$ cat src/rtl/lsu_datapath_ctrl_pkg.sv
// lsu_datapath_ctrl_pkg: shared size selector encodings, FSM states and size helper.
package lsu_datapath_ctrl_pkg;
    localparam logic [1:0] SZ_WORD = 2'b00;
    localparam logic [1:0] SZ_HALF = 2'b01;
    localparam logic [1:0] SZ_BYTE = 2'b10;
    typedef enum logic [1:0] {IDLE, BEAT1, BEAT2, RESP} state_e;
    function automatic logic [3:0] size_bytes(input logic [1:0] sz);
        return sz == SZ_WORD ? 4'd4 : sz == SZ_HALF ? 4'd2 : 4'd1;
    endfunction
endpackage

$ cat src/rtl/lsu_datapath_ctrl_if.sv
// lsu_datapath_ctrl_if: pipeline request/response bus and word-organised memory port.
interface lsu_req_if #(parameter int XLEN = 32);
    logic            req_valid;
    logic            req_ready;
    logic            req_write;
    logic [1:0]      req_size;
    logic            req_signed;
    logic [XLEN-1:0] req_addr;
    logic [XLEN-1:0] req_wdata;
    logic            resp_valid;
    logic [XLEN-1:0] resp_rdata;
    logic            resp_err;
    modport master (output req_valid, req_write, req_size, req_signed, req_addr, req_wdata,
                    input req_ready, resp_valid, resp_rdata, resp_err);
    modport slave  (input req_valid, req_write, req_size, req_signed, req_addr, req_wdata,
                    output req_ready, resp_valid, resp_rdata, resp_err);
endinterface

interface lsu_mem_if #(parameter int XLEN = 32);
    logic              mem_valid;
    logic              mem_ready;
    logic [XLEN-1:0]   mem_addr;
    logic              mem_we;
    logic [XLEN/8-1:0] mem_be;
    logic [XLEN-1:0]   mem_wdata;
    logic [XLEN-1:0]   mem_rdata;
    modport master (output mem_valid, mem_addr, mem_we, mem_be, mem_wdata,
                    input mem_ready, mem_rdata);
    modport slave  (input mem_valid, mem_addr, mem_we, mem_be, mem_wdata,
                    output mem_ready, mem_rdata);
endinterface

$ cat src/rtl/lsu_datapath_ctrl_lane_align.sv
// lsu_lane_align: byte-lane mask, store data shift and load extract/extend over a two-word window.
module lsu_lane_align
    import lsu_datapath_ctrl_pkg::*;
#(
    parameter int XLEN = 32
) (
    input  logic [1:0]               size_i,
    input  logic                     signed_i,
    input  logic [$clog2(XLEN/8)-1:0] off_i,
    input  logic [XLEN-1:0]          wdata_i,
    input  logic [XLEN-1:0]          rd_lo_i,
    input  logic [XLEN-1:0]          rd_hi_i,
    output logic [2*(XLEN/8)-1:0]    mask_o,
    output logic                     mis_o,
    output logic                     illegal_o,
    output logic [XLEN-1:0]          wd_lo_o,
    output logic [XLEN-1:0]          wd_hi_o,
    output logic [XLEN-1:0]          ld_o
);
    localparam int NB = XLEN / 8;
    localparam int OW = $clog2(NB);
    localparam int IW = $clog2(XLEN);
    logic [3:0]        nbytes;
    logic [2*NB-1:0]   bmask;
    logic [2*XLEN-1:0] sh;
    logic [2*XLEN-1:0] cat;
    logic [XLEN-1:0]   low;
    logic [XLEN-1:0]   lmask;
    logic [IW-1:0]     sidx;
    logic              sbit;
    assign illegal_o = size_i == 2'b11;
    always_comb begin
        nbytes  = size_bytes(size_i);
        bmask   = (2*NB)'((32'd1 << nbytes) - 32'd1);
        mask_o  = bmask << off_i;
        mis_o   = |(off_i & OW'(nbytes - 4'd1));
        sh      = {{XLEN{1'b0}}, wdata_i} << {off_i, 3'b000};
        wd_lo_o = sh[XLEN-1:0];
        wd_hi_o = sh[2*XLEN-1:XLEN];
        cat     = {rd_hi_i, rd_lo_i} >> {off_i, 3'b000};
        low     = cat[XLEN-1:0];
        // a full XLEN=32 word shifts the 1 out, so the mask wraps to all ones and nothing is extended
        lmask   = (XLEN'(1) << {nbytes, 3'b000}) - XLEN'(1);
        sidx    = IW'({nbytes, 3'b000} - 7'd1);
        sbit    = signed_i & low[sidx];
        ld_o    = (low & lmask) | ({XLEN{sbit}} & ~lmask);
    end
endmodule

$ cat src/rtl/lsu_datapath_ctrl.sv
// lsu_datapath_ctrl: load/store unit splitting misaligned accesses into two aligned memory beats.
module lsu_datapath_ctrl
    import lsu_datapath_ctrl_pkg::*;
#(
    parameter int XLEN             = 32,
    parameter bit ALLOW_MISALIGNED = 1'b1
) (
    input logic      clk,
    input logic      rst,
    lsu_req_if.slave req,
    lsu_mem_if.master mem
);
    localparam int NB = XLEN / 8;
    localparam int OW = $clog2(NB);
    state_e          state_q, state_d;
    logic            write_q, signed_q, err_q;
    logic [1:0]      size_q;
    logic [OW-1:0]   off_q;
    logic [XLEN-1:0] base_q, wdata_q, rd_lo_q, rd_hi_q;
    logic [2*NB-1:0] mask;
    logic            mis, illegal, bad, b1, b2, idle;
    logic [XLEN-1:0] wd_lo, wd_hi, ld;
    assign idle = state_q == IDLE;
    assign b1   = state_q == BEAT1;
    assign b2   = state_q == BEAT2;
    // in IDLE the aligner looks at the incoming request so the error decision needs no extra cycle
    lsu_lane_align #(.XLEN(XLEN)) u_align (
        .size_i    (idle ? req.req_size : size_q),
        .signed_i  (signed_q),
        .off_i     (idle ? req.req_addr[OW-1:0] : off_q),
        .wdata_i   (wdata_q),
        .rd_lo_i   (rd_lo_q),
        .rd_hi_i   (rd_hi_q),
        .mask_o    (mask),
        .mis_o     (mis),
        .illegal_o (illegal),
        .wd_lo_o   (wd_lo),
        .wd_hi_o   (wd_hi),
        .ld_o      (ld)
    );
    assign bad = illegal | (mis & !ALLOW_MISALIGNED);
    always_comb begin
        state_d = state_q;
        case (state_q)
            IDLE:    state_d = req.req_valid ? (bad ? RESP : BEAT1) : IDLE;
            BEAT1:   state_d = mem.mem_ready ? (|mask[2*NB-1:NB] ? BEAT2 : RESP) : BEAT1;
            BEAT2:   state_d = mem.mem_ready ? RESP : BEAT2;
            default: state_d = IDLE;
        endcase
    end
    always_ff @(posedge clk) begin
        if (rst) begin
            state_q  <= IDLE;
            write_q  <= 1'b0;
            signed_q <= 1'b0;
            err_q    <= 1'b0;
            size_q   <= '0;
            off_q    <= '0;
            base_q   <= '0;
            wdata_q  <= '0;
            rd_lo_q  <= '0;
            rd_hi_q  <= '0;
        end else begin
            state_q <= state_d;
            if (idle && req.req_valid) begin
                write_q  <= req.req_write;
                signed_q <= req.req_signed;
                err_q    <= bad;
                size_q   <= req.req_size;
                off_q    <= req.req_addr[OW-1:0];
                base_q   <= req.req_addr & ~XLEN'(NB - 1);
                wdata_q  <= req.req_wdata;
                rd_lo_q  <= '0;
                rd_hi_q  <= '0;
            end
            if (b1 && mem.mem_ready) rd_lo_q <= mem.mem_rdata;
            if (b2 && mem.mem_ready) rd_hi_q <= mem.mem_rdata;
        end
    end
    assign req.req_ready  = idle;
    assign req.resp_valid = state_q == RESP;
    assign req.resp_err   = req.resp_valid & err_q;
    assign req.resp_rdata = (req.resp_valid && !write_q && !err_q) ? ld : '0;
    assign mem.mem_valid  = b1 | b2;
    assign mem.mem_we     = mem.mem_valid & write_q;
    assign mem.mem_addr   = b1 ? base_q : b2 ? base_q + XLEN'(NB) : '0;
    assign mem.mem_be     = b1 ? mask[NB-1:0] : b2 ? mask[2*NB-1:NB] : '0;
    assign mem.mem_wdata  = b1 ? wd_lo : b2 ? wd_hi : '0;
endmodule

$ cat src/flat_wrapper.sv
// flat-port wrapper written by rule: the top's interface ports become plain ports
module lsu_datapath_ctrl_flat import lsu_datapath_ctrl_pkg::*;
#(
    parameter int XLEN             = 32,
    parameter bit ALLOW_MISALIGNED = 1'b1
)
  (clk, rst, req_req_valid, req_req_write, req_req_size, req_req_signed, req_req_addr, req_req_wdata, req_req_ready, req_resp_valid, req_resp_rdata, req_resp_err, mem_mem_valid, mem_mem_addr, mem_mem_we, mem_mem_be, mem_mem_wdata, mem_mem_ready, mem_mem_rdata);
  lsu_req_if #(.XLEN(XLEN)) req_i ();
  lsu_mem_if #(.XLEN(XLEN)) mem_i ();
  input logic clk;
  input logic rst;
  input wire logic [$bits(req_i.req_valid)-1:0] req_req_valid;
  input wire logic [$bits(req_i.req_write)-1:0] req_req_write;
  input wire logic [$bits(req_i.req_size)-1:0] req_req_size;
  input wire logic [$bits(req_i.req_signed)-1:0] req_req_signed;
  input wire logic [$bits(req_i.req_addr)-1:0] req_req_addr;
  input wire logic [$bits(req_i.req_wdata)-1:0] req_req_wdata;
  output wire logic [$bits(req_i.req_ready)-1:0] req_req_ready;
  output wire logic [$bits(req_i.resp_valid)-1:0] req_resp_valid;
  output wire logic [$bits(req_i.resp_rdata)-1:0] req_resp_rdata;
  output wire logic [$bits(req_i.resp_err)-1:0] req_resp_err;
  output wire logic [$bits(mem_i.mem_valid)-1:0] mem_mem_valid;
  output wire logic [$bits(mem_i.mem_addr)-1:0] mem_mem_addr;
  output wire logic [$bits(mem_i.mem_we)-1:0] mem_mem_we;
  output wire logic [$bits(mem_i.mem_be)-1:0] mem_mem_be;
  output wire logic [$bits(mem_i.mem_wdata)-1:0] mem_mem_wdata;
  input wire logic [$bits(mem_i.mem_ready)-1:0] mem_mem_ready;
  input wire logic [$bits(mem_i.mem_rdata)-1:0] mem_mem_rdata;
  assign req_i.req_valid = req_req_valid;
  assign req_i.req_write = req_req_write;
  assign req_i.req_size = req_req_size;
  assign req_i.req_signed = req_req_signed;
  assign req_i.req_addr = req_req_addr;
  assign req_i.req_wdata = req_req_wdata;
  assign req_req_ready = req_i.req_ready;
  assign req_resp_valid = req_i.resp_valid;
  assign req_resp_rdata = req_i.resp_rdata;
  assign req_resp_err = req_i.resp_err;
  assign mem_mem_valid = mem_i.mem_valid;
  assign mem_mem_addr = mem_i.mem_addr;
  assign mem_mem_we = mem_i.mem_we;
  assign mem_mem_be = mem_i.mem_be;
  assign mem_mem_wdata = mem_i.mem_wdata;
  assign mem_i.mem_ready = mem_mem_ready;
  assign mem_i.mem_rdata = mem_mem_rdata;
  lsu_datapath_ctrl #(.XLEN(XLEN), .ALLOW_MISALIGNED(ALLOW_MISALIGNED)) u_core (.clk(clk), .rst(rst), .req(req_i), .mem(mem_i));
endmodule
$ cat config.mk
export PLATFORM = sky130hd
export DESIGN_NAME = lsu_datapath_ctrl_flat
export DESIGN_NICKNAME = d
export VERILOG_FILES = /design/src/rtl/lsu_datapath_ctrl_pkg.sv /design/src/rtl/lsu_datapath_ctrl_if.sv /design/src/rtl/lsu_datapath_ctrl_lane_align.sv /design/src/rtl/lsu_datapath_ctrl.sv /design/src/flat_wrapper.sv
export SDC_FILE = /design/constraint.sdc
export NUM_CORES = 1
export LEC_CHECK = 0
export BUFFER_PORTS_ARGS = -buffer_cell sky130_fd_sc_hd__buf_4
export CAP_MARGIN = 0
export CELL_PAD_IN_SITES_DETAIL_PLACEMENT = 1
export CELL_PAD_IN_SITES_GLOBAL_PLACEMENT = 2
export CORE_MARGIN = 3
export CORE_UTILIZATION = 32
export CTS_BUF_LIST = sky130_fd_sc_hd__clkbuf_8
export CTS_CLUSTER_DIAMETER = 50
export CTS_CLUSTER_SIZE = 30
export DETAILED_ROUTE_END_ITERATION = 8
export PLACE_DENSITY = 0.9
export SLEW_MARGIN = 20
export SYNTH_ARGS = -nofsm -noshare
export SYNTH_HDL_FRONTEND = slang
export SYNTH_SLANG_ARGS = --single-unit
$ cat constraint.sdc
create_clock -name clk -period 5.6 [get_ports clk]
set_input_delay 1.12 -clock clk [delete_from_list [all_inputs] [get_ports clk]]
set_output_delay 1.12 -clock clk [all_outputs]
set_load 0.005 [all_outputs]
* After elaboration in Yosys (flattened, before gate mapping)
Cells that the tools add are included.
** Cells by class
- $add $sub $neg :: 4
- Reduce and logical (&&, ||, !) cells :: 12
- Bitwise logic cells :: 8
- Mux-type cells :: 22
- Shift operators :: 5
- Magnitude comparators :: 1
- Eq/ne operators :: 5
** Operators by type and width (count)
- two-way mux 32 bit :: 8
- bitwise AND 32 bit :: 2
- left shift 32 x 5 -> 64 bit :: 1
- >> shifter 64 x 5 -> 32 bit :: 1
- adder 32 x 3 -> 32 bit, second input constant :: 1
- NOT 32 bit :: 1
- OR 32 bit :: 1
- left shift 1 x 6 -> 32 bit, first input constant :: 1
- subtractor 32 x 2 -> 32 bit, second input constant :: 1
- two-way mux 2 bit :: 6
- two-way mux 4 bit :: 2
- left shift 1 x 3 -> 8 bit, first input constant :: 1
- left shift 8 x 2 -> 8 bit :: 1
- subtractor 8 x 1 -> 8 bit, second input constant :: 1
- equality test 2 bit, second input constant :: 3
- less-than comparator 5 x 6 -> 1 bit, second input constant :: 1
- case mux 2 bit (3 select lines) :: 1
- binary-select mux 1 bit (select 5 bit) :: 1
- logical AND 1 bit :: 5
- subtractor 5 x 1 -> 5 bit, second input constant :: 1
- equality test 2 x 1 -> 1 bit, second input constant :: 2
- logical NOT 2 bit :: 2
- nonzero test 2 bit :: 2
- OR reduction 4 bit :: 1
- other kinds (5) :: 10
** Word-level totals
- Input port bits :: 104
- Logic and storage cells :: 67
- Flip-flop bits (word level) :: 135

* Longest topological paths before layout
- Depth after elaboration :: 12
- Gate-level depth with buffers :: 10

* Modules after synthesis
From an unflattened synthesis, not the netlist that was laid out.
** Second synthesis, totals
- Cells, all modules :: 1025
- Area, all modules :: 8049.0 um^2
** Modules (own cells, without submodules)
- lsu_datapath_ctrl :: times used 1, area each 6125.9 um^2, cells an instance 767
- lsu_lane_align :: times used 1, area each 1923.1 um^2, cells an instance 258

* Least setup slack after synthesis
Ideal clock, no wire load.
- Path kind :: input-to-output
- Start :: input req_req_addr[0]
- End :: output req_resp_rdata[20]
- Buffers on the path :: 2
- Stages on the path :: 7
- Slack :: 2.094 ns
- Data arrival time :: 2.386 ns
- Required time :: 4.480 ns
- Cell sequence :: mux2_4 > buf_6 > mux2i_1 > mux2i_1 > o2111a_2 > buf_6 > a21o_1
** On the way
- Word-level cells in the longest chain between the ends :: 8
- Elaborated cells on any way between the ends :: 9
- Those cells by class :: shift: 1; mux: 4; bitwise: 4
** Ends and longest elaborated chain
- start: declaration :: RTL line flat_wrapper.sv:16 : input wire logic [$bits(req_i.req_addr)-1:0] req_req_addr;
- two-way mux 2 bit * :: RTL line lsu_datapath_ctrl.sv:30 : .off_i (idle ? req.req_addr[OW-1:0] : off_q),
- >> shifter 64 x 5 -> 32 bit * :: RTL line lsu_datapath_ctrl_lane_align.sv:40 : cat = {rd_hi_i, rd_lo_i} >> {off_i, 3'b000};
- binary-select mux 1 bit (select 5 bit) :: RTL line lsu_datapath_ctrl_lane_align.sv:45 : sbit = signed_i & low[sidx];
- two-way mux 1 bit (not written as such) :: RTL line lsu_datapath_ctrl_lane_align.sv:45
- bitwise AND 1 bit :: RTL line lsu_datapath_ctrl_lane_align.sv:45
- bitwise AND 32 bit :: RTL line lsu_datapath_ctrl_lane_align.sv:46 : ld_o = (low & lmask) | ({XLEN{sbit}} & ~lmask);
- OR 32 bit * :: RTL line lsu_datapath_ctrl_lane_align.sv:46
- two-way mux 32 bit * :: RTL line lsu_datapath_ctrl.sv:83 : assign req.resp_rdata = (req.resp_valid && !write_q && !err_q) ? ld : '0;
- end: declaration :: RTL line flat_wrapper.sv:20 : output wire logic [$bits(req_i.resp_rdata)-1:0] req_resp_rdata;
Every way passes the cells marked *; elsewhere a longest branch is shown, timed or not. The select of a mux whose other input is x is not followed.

* Worst setup path after layout
- Start :: register u_core.state_q[0]
- End :: output req_resp_rdata[11]
** On the way
- Word-level cells in the longest chain between the ends :: 12
- Elaborated cells on any way between the ends :: 22
- Those cells by class :: add/sub: 2; eq/ne: 2; shift: 2; mux: 7; bitwise: 5; reduce/logical: 4
** Ends and longest elaborated chain
- start: declaration :: RTL line lsu_datapath_ctrl.sv:15 : state_e state_q, state_d;
- start signal: assignment :: RTL line lsu_datapath_ctrl.sv:64 : state_q <= state_d;
- logical NOT 2 bit :: RTL line lsu_datapath_ctrl.sv:23 : assign idle = state_q == IDLE;
- two-way mux 2 bit :: RTL line lsu_datapath_ctrl.sv:28 : .size_i (idle ? req.req_size : size_q),
- equality test 2 x 1 -> 1 bit :: RTL line lsu_datapath_ctrl_pkg.sv:8 : return sz == SZ_WORD ? 4'd4 : sz == SZ_HALF ? 4'd2 : 4'd1;
- two-way mux 2 bit :: RTL line lsu_datapath_ctrl_pkg.sv:8
- two-way mux 3 bit :: RTL line lsu_datapath_ctrl_pkg.sv:8
- subtractor 5 x 1 -> 5 bit :: RTL line lsu_datapath_ctrl_lane_align.sv:44 : sidx = IW'({nbytes, 3'b000} - 7'd1);
- binary-select mux 1 bit (select 5 bit) :: RTL line lsu_datapath_ctrl_lane_align.sv:45
- two-way mux 1 bit (not written as such) :: RTL line lsu_datapath_ctrl_lane_align.sv:45
- bitwise AND 1 bit :: RTL line lsu_datapath_ctrl_lane_align.sv:45
- bitwise AND 32 bit :: RTL line lsu_datapath_ctrl_lane_align.sv:46
- OR 32 bit :: RTL line lsu_datapath_ctrl_lane_align.sv:46
- two-way mux 32 bit * :: RTL line lsu_datapath_ctrl.sv:83
Marked as above.

==> results.yml <==
layout:
  antenna_cells: 0
  final_cell_mix: "sky130_fd_sc_hd__nand2_1, sky130_fd_sc_hd__buf_4, sky130_fd_sc_hd__dfxtp_1, sky130_fd_sc_hd__nor2_1, sky130_fd_sc_hd__a21oi_1"
  fill_cells: 2723
  mostFrequentLayoutCell: "sky130_fd_sc_hd__nand2_1"
  nNetsFinal: 1255
  layout-drive-gt1-share: 0.239
  layout-area-overhead-vs-synth_pct: 28.6
  stdcell_area_mm2: 0.00934
clock_network:
  cts_num_sinks: 127
  cts_inserted_buffers: 17
  cts_root_buf: "sky130_fd_sc_hd__clkbuf_8"
  post_cts_resized: 0
  clock_edge_transition_at_the_registers_on_the_reported_setup_and_hold_paths_ns: 0.08
  tritoncts_clock_tree: "done"
  htree_levels: 4
  maximum_root_to_sink_buffer_count: 2
  cts_setup_buffers: 0
  cts_hold_repair.buffers: 0
  insertion_delay_of_the_later_clocked_pin_in_the_worst_skew_pair_ns: 0.45
synth:
  post_synth_cell_types: 57
  ys_seq_elements: 127
  synth_enable_flop_cells: 0
  syn-mean-instance-area_um2: 7.35
  syn_inst: 988
  synth-seq-area-share: 0.350
  synth_ff_type: "sky130_fd_sc_hd__dfxtp_1"
  syn-cell-area_mm2: 0.00726
  yosys_warnings: 0
  synthArstFlopShare: 0
placed_design:
  placement.io_buffers: 206
  detailed_place.area_mm2: 0.00892
  post-dp-hpwl_mm: 19.9
  place.gp.congestion: 0.858
floorplan:
  core.rowCount: 54
  design.core.area_mm2: 0.0220
  ios: 209
  fp.dieArea_mm2: 0.0245
  dieHeight_um: 157
  floorplan.die.width_um: 157
  floorplan.initialDensity: 0.330
drt:
  post-route-drc-count: 0
  met1Wirelength_mm: 13.6
  drt_pass1_iterations: 5
  route.top_layer_used: "met4"
  antenna_violating_nets_post_route: 0
  drt-vias-per-instance: 5.44
  route.met3.wl_mm: 1.39
  routed-via-count: 7819
  dr.first_iter.drc_count: 446
  wirelength_mm: 28.5
  wire_per_inst_um: 19.8
  wl_met2_mm: 13.0
worst_setup_path:
  timing.reg2reg.worst_path_depth: 7
  worst-setup-path-type: "reg -> out"
  cp.required_ns: 4.48
  max_stage_delay_ns: 0.95
  critical_path.reg2reg.startpoint: "u_core.state_q[0]$_SDFF_PP0_"
  setup.reg_to_reg.worst_slack_ns: 2.85
  crit_arrival_ns: 3.64
  critPathTopFamily: "multiplexers"
  critPathSlowestCell: "sky130_fd_sc_hd__mux2_2"
  critPathBufInv: 3
  worst_r2r_endpoint: "u_core.rd_lo_q[21]$_SDFFE_PP0P_"
  worst_setup_ep: "req_resp_rdata[11]"
  worstSetupStartpoint: "u_core.state_q[0]$_SDFF_PP0_"
  start_kind: "flop"
  critical_path.max_fanout: 42
  end_kind: "primary output"
  worst-path-stages: 9
  crit_chain: "inv_1, ha_1, mux2_2, buf_4, mux2_2, nor2_1, a311o_1, a21oi_1, buf_4"
pwr:
  sw_frac_of_total: 0.400
  cellInternalPower_uw: 1860
  power-per-cell-area_mw_per_mm2: 331
  leakagePower_uw: 0.00392
  power_frac_seq: 0.353
  clock_power_share: 0.279
  pwr-share-comb: 0.368
  power.ir.vdd_worst_mv: 0.155
  p_sw_uw: 1240
timing:
  number_of_endpoints_failing_setup_at_the_final_stage: 0
  slew_headroom: 0.288
  final_hold_viol_count: 0
  rsz0062_at_grt: "false"
  final.min_clock_period_ns: 4.76
  final_max_slew_viol_count: 0
  fin_tns_setup_ns: 0
  timing_worst_slew_pin_value_ns: 1.07
  finalCritPeriodShare: 0.849
  fmax_mhz: 210
  finClkSkew_ns: 0.0154
global_route:
  number_of_antenna_violations_at_the_first_check_in_global_routing: 0
  grt_first_pass_wirelength_mm: 43.3
  grt_pass1_vias: 7617
  grt_util_all_layers: 0.225
  pin_count_of_the_biggest_net_entering_global_routing: 93
  globalRoute.totalOverflow: 0
worst_hold_path:
  worst_hold_check_path_type: "reg -> reg"
flow_run:
  max_cap_viol_count: 0
status:
  status: "completed"
==> power groups by stage <==
| stage | Sequential (uW) | Clock [uW] | Combinational [uW] |
|---|---|---|---|
| floorplan | 1070 | 0 | 743 |
| global route | 1100 | 928 | 1250 |
| CTS | 1090 | 890 | 1140 |
| global placement | 1100 | 0 | 1120 |
| detailed placement | 1110 | 0 | 1130 |
| finish | 1090 | 865 | 1140 |
==> cells by family after synthesis <==
family | after synthesis | synth area share
adders and majority gates | 6 | 0.0103
xor gates and xnor gates | 20 | 0.0241
DFF | 127 | 0.350
and+or+nand+nor | 436 | 0.260
AOI/OAI and AO/OA | 259 | 0.227
buffers and inverters | 89 | 0.0551
muxes | 50 | 0.0736
other | 1 | 0.000516
==> worst register-to-register path, stage by stage (launching register included) <==
cell	delay, ns
sky130_fd_sc_hd__dfxtp_1	0.34
sky130_fd_sc_hd__inv_1	0.09
sky130_fd_sc_hd__ha_1	0.56
sky130_fd_sc_hd__and2_2	0.30
sky130_fd_sc_hd__buf_4	0.65
sky130_fd_sc_hd__nor2_4	0.35
sky130_fd_sc_hd__a22oi_1	0.24
sky130_fd_sc_hd__nor2_1	0.07
==> how the worst min path moves through the flow <==
stage | startpoint | endpoint | slack, ns | cells after the start
after CTS | u_core.size_q[0]$_SDFFE_PP0P_ | u_core.size_q[0]$_SDFFE_PP0P_ | 0.48 | 2
after global placement | u_core.size_q[0]$_SDFFE_PP0P_ | u_core.size_q[0]$_SDFFE_PP0P_ | 0.45 | 2
after detailed placement | u_core.size_q[0]$_SDFFE_PP0P_ | u_core.size_q[0]$_SDFFE_PP0P_ | 0.46 | 2
after floorplan | u_core.size_q[0]$_SDFFE_PP0P_ | u_core.size_q[0]$_SDFFE_PP0P_ | 0.44 | 2
final | u_core.size_q[0]$_SDFFE_PP0P_ | u_core.size_q[0]$_SDFFE_PP0P_ | 0.48 | 2
after global routing | u_core.base_q[31]$_SDFFE_PP0P_ | u_core.base_q[31]$_SDFFE_PP0P_ | 0.50 | 2
==> layer usage <==
metal | GRT usage | up-vias
met2 | 0.353 | 221
li1 | - | 3770
met5 | 0 | -
met4 | 0.0596 | 0
met3 | 0.0434 | 34
met1 | 0.316 | 3794
==> cells in the mapped netlist, drive strengths merged (2+ instances only) <==
| cell | count | area (um2) |
|---|---|---|
| mux2i | 38 | 384 |
| nand2 | 238 | 893 |
| nand4 | 15 | 109 |
| nor4 | 2 | 18.8 |
| and4 | 4 | 35.0 |
| nand3 | 11 | 60.1 |
| o21ai | 19 | 95.1 |
| a211oi | 8 | 60.1 |
| or3 | 2 | 12.5 |
| ha | 6 | 75.1 |
| a22oi | 62 | 465 |
| nor2b | 3 | 18.8 |
| and3 | 25 | 156 |
| o31ai | 2 | 15.0 |
| buf | 25 | 160 |
| o211ai | 2 | 15.0 |
| mux2 | 11 | 128 |
| or4 | 3 | 26.3 |
| a21oi | 98 | 490 |
| nor3 | 8 | 45.0 |
| a31oi | 17 | 106 |
| nand2b | 2 | 12.5 |
| nor2 | 113 | 424 |
| clkbuf | 58 | 218 |
| a22o | 2 | 17.5 |
| o22ai | 16 | 100 |
| a21o | 17 | 128 |
| and2 | 8 | 50.1 |
| xor2 | 12 | 105 |
| dfxtp | 127 | 2540 |
| xnor2 | 8 | 70.1 |
| a311o | 7 | 70.1 |
| inv | 5 | 18.8 |
| o2bb2ai | 2 | 17.5 |
==> flip-flops by register name, indices dropped and copies added (netlist names) <==
| register | flops |
|---|---|
| u_core.signed_q | 1 |
| u_core.state_q | 2 |
| u_core.size_q | 2 |
| u_core.base_q | 30 |
| u_core.wdata_q | 32 |
| u_core.err_q | 1 |
| u_core.rd_lo_q | 32 |
| u_core.write_q | 1 |
| u_core.off_q | 2 |
| u_core.rd_hi_q | 24 |
==> final cells by class <==
type / instances / area (um2) / share of cell area
inverter: 6 / 22.5 / 0.00241
timing repair buffer: 220 / 1650 / 0.177
tap: 280 / 350 / 0.0375
clock buffer: 17 / 234 / 0.0251
sequential: 127 / 2540 / 0.272
clock inverter: 15 / 184 / 0.0197
multi-input combinational: 773 / 4350 / 0.466
==> through the flow <==
step | hold WS, ns | setup slack, ns | std cells | util | total power (uW)
after floorplan | 0.437 | 2.09 | 989 | - | 1820
after global placement | 0.450 | 1.21 | 1406 | 0.405 | 2220
after detailed placement | 0.460 | 1.20 | 1406 | 0.405 | 2240
after CTS | 0.476 | 0.840 | 1438 | 0.424 | 3120
after global routing | 0.500 | 0.581 | 1438 | 0.424 | 3280
final | 0.476 | 0.844 | 1438 | 0.424 | 3100
Power figures use the tool's default switching activity.
